==> src/rtl/cla_adder_pkg.sv <==
// Shared constants for the two-level carry-lookahead adder.
package cla_adder_pkg;

  // Bits handled by one first-level lookahead group.
  localparam int GROUP_W = 4;

  // Operand width used when the parent does not override it.
  localparam int DEFAULT_WIDTH = 32;

endpackage : cla_adder_pkg

==> src/rtl/cla_group4.sv <==
// Four-bit carry-lookahead group: produces the internal carries from the
// bit-level generate/propagate terms and the group carry-in, plus the
// group generate/propagate pair consumed by the second lookahead level.
module cla_group4 (
  input  logic [3:0] g,
  input  logic [3:0] p,
  input  logic       cin,
  output logic [3:0] c,
  output logic       G,
  output logic       P
);

  // Each carry is a flat sum of products, so no carry ripples through
  // the bits of the group.
  assign c[0] = cin;
  assign c[1] = g[0] | (p[0] & cin);
  assign c[2] = g[1] | (p[1] & g[0]) | (p[1] & p[0] & cin);
  assign c[3] = g[2] | (p[2] & g[1]) | (p[2] & p[1] & g[0])
              | (p[2] & p[1] & p[0] & cin);

  // The group generates a carry on its own, or passes its carry-in through.
  assign G = g[3] | (p[3] & g[2]) | (p[3] & p[2] & g[1])
           | (p[3] & p[2] & p[1] & g[0]);
  assign P = &p;

endmodule : cla_group4

==> src/rtl/cla_adder.sv <==
// Registered add/subtract unit built from 4-bit lookahead groups and a
// second lookahead level across the groups; one cycle of latency.
module cla_adder
  import cla_adder_pkg::*;
#(
  parameter int WIDTH = DEFAULT_WIDTH
) (
  input  logic             clk,
  input  logic             rst,
  input  logic [WIDTH-1:0] a,
  input  logic [WIDTH-1:0] b,
  input  logic             subEn,
  input  logic             in_valid,
  output logic [WIDTH-1:0] result,
  output logic             cout,
  output logic             out_valid
);

  localparam int NG = WIDTH / GROUP_W;

  logic [WIDTH-1:0] b_eff;
  logic [WIDTH-1:0] g;
  logic [WIDTH-1:0] p;
  logic [WIDTH:0]   c;
  logic [WIDTH-1:0] sum;
  logic [NG-1:0]    grp_g;
  logic [NG-1:0]    grp_p;
  logic [NG:0]      grp_c;

  // Subtraction inverts b here and injects the +1 as the carry-in.
  assign b_eff = b ^ {WIDTH{subEn}};
  assign g     = a & b_eff;
  assign p     = a ^ b_eff;

  genvar k;
  for (k = 0; k < NG; k++) begin : gen_group
    cla_group4 u_group (
      .g   (g[k*GROUP_W +: GROUP_W]),
      .p   (p[k*GROUP_W +: GROUP_W]),
      .cin (grp_c[k]),
      .c   (c[k*GROUP_W +: GROUP_W]),
      .G   (grp_g[k]),
      .P   (grp_p[k])
    );
  end

  // Second lookahead level: every group carry-in is a flat sum of products
  // of the group G/P pairs below it, so carries never chain group to group.
  always_comb begin
    logic term;
    logic span;
    grp_c    = '0;
    grp_c[0] = subEn;
    for (int n = 1; n <= NG; n++) begin
      term = 1'b0;
      span = 1'b1;
      for (int j = n - 1; j >= 0; j--) begin
        term = term | (span & grp_g[j]);
        span = span & grp_p[j];
      end
      grp_c[n] = term | (span & subEn);
    end
  end

  assign c[WIDTH] = grp_c[NG];
  assign sum      = p ^ c[WIDTH-1:0];

  // Output register: capture on a valid input, otherwise hold the last
  // result and drop out_valid; reset clears everything at once.
  always_ff @(posedge clk or posedge rst) begin
    if (rst) begin
      result    <= '0;
      cout      <= 1'b0;
      out_valid <= 1'b0;
    end else begin
      out_valid <= in_valid;
      if (in_valid) begin
        result <= sum;
        cout   <= c[WIDTH];
      end
    end
  end

endmodule : cla_adder

==> config.mk <==
export PLATFORM = sky130hd
export DESIGN_NAME = cla_adder
export DESIGN_NICKNAME = d
export VERILOG_FILES = /design/src/rtl/cla_adder_pkg.sv /design/src/rtl/cla_group4.sv /design/src/rtl/cla_adder.sv
export SDC_FILE = /design/constraint.sdc
export NUM_CORES = 1
export LEC_CHECK = 0
export ABC_AREA = 1
export CORE_MARGIN = 2
export CORE_UTILIZATION = 30
export DETAILED_ROUTE_END_ITERATION = 8
export PLACE_DENSITY_LB_ADDON = 0.08
export SLEW_MARGIN = 40
export SYNTH_ARGS = -nofsm -noshare
export SYNTH_HDL_FRONTEND = slang
export SYNTH_HIERARCHICAL = 1
export SYNTH_SLANG_ARGS = --single-unit
==> constraint.sdc <==
create_clock -name clk -period 0.94 [get_ports clk]
set_input_delay 0.188 -clock clk [delete_from_list [all_inputs] [get_ports clk]]
set_output_delay 0.188 -clock clk [all_outputs]
set_load 0.1 [all_outputs]
# Word-level counts from Yosys, hierarchy flattened

Cells that the tools add are included.

Register bits after elaboration: 34
Output and inout port bits: 34

Bitwise operators: 288
Reductions and logical operators: 8

Operator list:

| operator            | number |
|---|---|
| bitwise AND 1 bit   | 176 |
| OR 1 bit            | 108 |
| XOR 32 bit          | 3 |
| bitwise AND 32 bit  | 1 |
| AND reduction 4 bit | 8 |

# Logic depth before layout (Yosys ltp)

Depth after elaboration: 17
Depth in mapped cells: 22
Mapped depth without buffers: 20

# Hierarchy

Netlist, hierarchy kept.

Modules (own cells, without submodules):

| module     | cells each | instances | seq. area each (um^2) | area an instance (um^2) |
|---|---|---|---|---|
| cla_adder  | 252        | 1         | 850.8                 | 2,387.3 |
| cla_group4 | 21         | 8         | 0.0                   | 92.6 |

# Least setup slack after synthesis

No wires, ideal clock.

Kind: input to register
Start: input port subEn
End: register result[31]
Data arrival time: 2.325 ns
Setup slack: -1.518 ns
Required time: 0.807 ns
Cell stages on the path: 18
Path through: buf_4 > buf_4 > xor2_1 > ha_1 > nand2_1 > nor2_1 > nand3_1 > nor2_2 > nand2_1 > nor2_2 > nand3_1 > nand4_1 > nand2_1 > nand2_2 > nand2_1 > nand2_1 > xnor2_1 > o21ai_0

Elaborated cells on any way between the ends: 95
Classes of those cells: bitwise: 88; reduce/logical: 7

RTL lines:

| element                                              | RTL line                         | source |
|---|---|---|
| start: declaration                                   | cla_adder.sv:12                  | `input logic subEn,` |
| XOR 32 bit *                                         | cla_adder.sv:31                  | `assign b_eff = b ^ {WIDTH{subEn}};` |
| XOR 32 bit *                                         | cla_adder.sv:33                  | `assign p = a ^ b_eff;` |
| named net p[25]                                      | cla_adder.sv:23                  | `logic [WIDTH-1:0] p;` |
| AND reduction 4 bit *                                | cla_group4.sv:24                 | `assign P = &p;` |
| named net grp_p[6]                                   | cla_adder.sv:27                  | `logic [NG-1:0] grp_p;` |
| bitwise AND 1 bit (on tied branches)                 | cla_adder.sv:58, cla_adder.sv:59 |  |
| OR 1 bit, or another cell as far along (5 in a row)  | cla_adder.sv:58                  | `term = term \| (span & grp_g[j]);` |
| OR 1 bit / bitwise AND 1 bit (equally long branches) | cla_adder.sv:58, cla_adder.sv:61 |  |
| OR 1 bit *                                           | cla_adder.sv:61                  | `grp_c[n] = term \| (span & subEn);` |
| named net grp_c[7]                                   | cla_adder.sv:28                  | `logic [NG:0] grp_c;` |
| bitwise AND 1 bit *                                  | cla_group4.sv:19                 | `\| (p[2] & p[1] & p[0] & cin);` |
| OR 1 bit *                                           | cla_group4.sv:19                 |  |
| named net c[31]                                      | cla_adder.sv:24                  | `logic [WIDTH:0] c;` |
| XOR 32 bit *                                         | cla_adder.sv:66                  | `assign sum = p ^ c[WIDTH-1:0];` |
| end signal: assignment                               | cla_adder.sv:78                  | `result <= sum;` |
| end: declaration                                     | cla_adder.sv:14                  | `output logic [WIDTH-1:0] result,` |

The timed path passes the listed nets; every way through them passes the cells marked *.
A chain may end at the register's enable or synchronous reset.

# Final worst setup path

Start: input port subEn
End: register result[27]

Elaborated cells on any way between the ends: 83
Classes of those cells: bitwise: 77; reduce/logical: 6

RTL lines:

| element                        | RTL line         | source |
|---|---|---|
| XOR 32 bit                     | cla_adder.sv:31  |  |
| XOR 32 bit                     | cla_adder.sv:33  |  |
| named net p[9]                 | cla_adder.sv:23  |  |
| bitwise AND 1 bit (2 in a row) | cla_group4.sv:23 | `\| (p[3] & p[2] & p[1] & g[0]);` |
| OR 1 bit                       | cla_group4.sv:23 |  |
| named net grp_g[2]             | cla_adder.sv:26  | `logic [NG-1:0] grp_g;` |
| bitwise AND 1 bit              | cla_adder.sv:58  |  |
| OR 1 bit (3 in a row)          | cla_adder.sv:58  |  |
| OR 1 bit                       | cla_adder.sv:61  |  |
| named net grp_c[6]             | cla_adder.sv:28  |  |
| bitwise AND 1 bit              | cla_group4.sv:19 |  |
| OR 1 bit                       | cla_group4.sv:19 |  |
| named net c[27]                | cla_adder.sv:24  |  |
| XOR 32 bit                     | cla_adder.sv:66  |  |

The timed path passes the listed nets, and every way through them passes these cells.

==> run_results.csv <==
group,metric,value,unit
critical_path,crit_required,1.11,ns
critical_path,rrSetupSlack,0.16,ns
critical_path,startpoint_type,"input pin",
yosys,avgSynthCellArea,7.45,um2
yosys,synth_top_cell_by_area,"dfrtp_1",
floorplanning,start_util,0.306,
floorplanning,dieWidth,106,um
timing,worst_slew_pin_slew,0.280,ns
outcome,status,"finished, violations left",
timing,setup_tns,-38.14,ns
timing,min_period,2.15,ns
worst_hold_path,hold_path.class,"input pin to asynchronous set/reset pin",
route,via_count,3317,
route,routed_wl,9420,um
timing,setup_viol,67,
global_route,use_met1,0.197,
critical_path,cp_max_fo,7,
clock_tree,clock-sinks,34,
place,place_congestion,0.778,
floorplanning,die_h,106,um
final_layout,fill_cells,863,
clock_tree,numCtsBuffers,5,
floorplanning,rows,37,
route,drtIter0Drc,102,
final_layout,diodes,0,
timing,hold_viol_final,0,
final_layout,final_nets,717,
timing,max_freq,464,MHz
timing,fin_hold_ws,0.256,ns
timing,skew,0,ns
timing,rsz0062_at_grt,"yes",
yosys,synth_area_leaders,"dfrtp_1, nand2_1, ha_1",
critical_path,r2r_start,"result[30]$_DFFE_PP0P_",
critical_path,reg2regPathDepth,3,
timing,setup_ws,-1.21,ns
yosys,yosysWarnings,6,
clock_tree,clk_pin_slew,0.07,ns
clock_tree,ctsLongestPathBuffers,2,
clock_tree,clock_latency,0.28,ns
outcome,violations,"setup timing",
timing,max_slew_margin,0.812,
place,place_hpwl,6670,um
yosys,yosysSeqAreaShare,0.272,
yosys,syn-cell-area,3130,um2
route,vias_per_cell,4.40,
place,io_buffers,101,
global_route,grt_use_total,0.159,
route,dr.pass1.iters,4,
global_route,antenna_found_initial,0,
power_and_ir_drop,power_leakage,3.00,nW
route,post_drt_wl_per_cell,12.5,um
global_route,grt_pass1_wl,14500,um
global_route,busiest_layer,"met2",
global_route,use_met2,0.283,
critical_path,endpoint_kind,"flip-flop",
critical_path,r2r_end,"result[30]$_DFFE_PP0P_",
route,drc_errors,0,
yosys,synthTopCellsByCount,"nand2_1, inv_1, dfrtp_1",
floorplanning,die_area,11300,um2
global_route,grt_use_met3,0.0245,
clock_tree,cts_htree_levels,2,
timing,finalMaxSlewViolations,0,
route,postRouteAntennaNets,0,
yosys,synthArstFlopShare,1.00,
floorplanning,io_pins,102,
yosys,synth_most_common_cell,"nand2_1",
power_and_ir_drop,power_density,1980,nW/um2
clock_tree,cts_root_buffer,"clkbuf_8",
floorplanning,core_area,10200,um2
critical_path,cp.arrival,2.33,ns
clock_tree,cts_tree,"yes",
job,maxCapViolations,0,
timing,min_period_over_period,2.29,
final_layout,area_growth,101,%
global_route,first_global_vias,3221,
final_layout,drive_gt1_frac,0.518,
global_route,grt-ovfl-total,0,
yosys,synth_edf_count,0,
yosys,synthDistinctLibCells,22,
yosys,synth_cells,420,
yosys,synth_nets,520,
yosys,synth_top_area_frac,0.272,
power_and_ir_drop,peakVddDrop,1.20,mV
global_route,grt_max_degree,31,
yosys,synth_ff_type,"dfrtp_1",
critical_path,critPathKind,"input pin to flip-flop",
yosys,synth_seq_cells,34,
## worst max-delay path by stage
| stage | startpoint | to | slack, ns | cells after the start |
|---|---|---|---|---|
| 2_1_floorplan | subEn | result[27]$_DFFE_PP0P_ | -1.43 | 20 |
| 3_3_place_gp | b[23] | result[31]$_DFFE_PP0P_ | -1.70 | 17 |
| 5_1_grt | subEn | result[15]$_DFFE_PP0P_ | -1.34 | 18 |
| 3_5_place_dp | b[23] | result[31]$_DFFE_PP0P_ | -1.72 | 17 |
| 6_report | subEn | result[27]$_DFFE_PP0P_ | -1.21 | 22 |
| 4_1_cts | subEn | result[31]$_DFFE_PP0P_ | -1.23 | 18 |
## placed cells by master (no fill, tap or decap), types with 9 or more instances in the layout
| master | n |
|---|---|
| a21oi_1 | 11 |
| buf_4 | 80 |
| a21oi_2 | 9 |
| buf_12 | 43 |
| nand3_1 | 9 |
| ha_1 | 25 |
| o21ai_1 | 32 |
| nand3_2 | 17 |
| buf_6 | 18 |
| xnor2_1 | 15 |
| xor2_1 | 24 |
| clkdlybuf4s50_1 | 34 |
| dfrtp_2 | 33 |
| nand2_1 | 72 |
| nand2_2 | 52 |
| dlygate4sd2_1 | 26 |
| xnor2_2 | 17 |
| inv_1 | 33 |
## through the flow
step	util	setup WS (ns)	total power, mW	instances	cell area [um2]
floorplan	-	-1.43	6.84	420	3220
global placement	0.509	-1.70	9.83	710	5200
detailed placement	0.509	-1.72	9.88	710	5200
CTS	0.558	-1.23	11.8	736	5710
global route	0.614	-1.34	13.0	754	6280
finish	0.614	-1.21	12.4	754	6280
## logic make-up (layout without fill, tap and decap cells)
| kind of cell | Yosys count | in the layout | synth area share |
|---|---|---|---|
| and+or+nand+nor | 175 | 175 | 0.242 |
| xor gates and xnor gates | 64 | 64 | 0.179 |
| buffers and inverters | 60 | 258 | 0.0896 |
| AOI/OAI and AO/OA | 55 | 55 | 0.0888 |
| DFF | 34 | 34 | 0.272 |
| adders and majority gates | 32 | 32 | 0.128 |
## timing repair
item	CTS	global route
endpoints found under the hold margin	0	0
pin swaps	104	98
gates cloned	2	0
gates resized for setup	115	99
buffers inserted	17	21
endpoints found under the setup margin	67	67
hold buffers	0	0
## sequential cells by signal, indices dropped and copies added (netlist names)
| register | flops |
|---|---|
| result | 32 |
| cout | 1 |
| out_valid | 1 |
## critical path: stages
cell and delay (ns):
buf_12 0.13, buf_16 0.15, xor2_2 0.14, ha_1 0.34, nand2_2 0.09, nand2_1 0.06
nand2_1 0.10, nand2_2 0.07, nand2_2 0.07, nand2_2 0.05, nor2_2 0.09, nand3_2 0.10
nand2_2 0.07, nand2_2 0.06, nand2_2 0.08, nand2_4 0.07, nand2_4 0.08, nand2_4 0.07
nand2_2 0.06, nand2_2 0.04, xnor2_1 0.13, o21ai_1 0.07
## per-layer routing
metal  wire [um]  part of all wire
met1        3980              0.42
met2        4980              0.53
met3         320             0.034
met4         136             0.014
met5           0                 0
## report_power, final
part | internal, mW | switching, mW | leakage [nW]
Combinational | 3.82 | 4.93 | 2.57
Sequential | 1.92 | 0.440 | 0.376
Clock | 0.794 | 0.541 | 0.0524
## final cells by class
cell class                 instances  area (um2)  area share
tap                              136         170      0.0271
inverter                          41         156      0.0249
multi-input combinational        326        2600       0.414
clock inverter                     1        30.0     0.00478
sequential                        34         892       0.142
clock buffer                       7        76.3      0.0121
timing repair buffer             209        2360       0.375
Note: power is estimated with default switching activity, not from simulation.
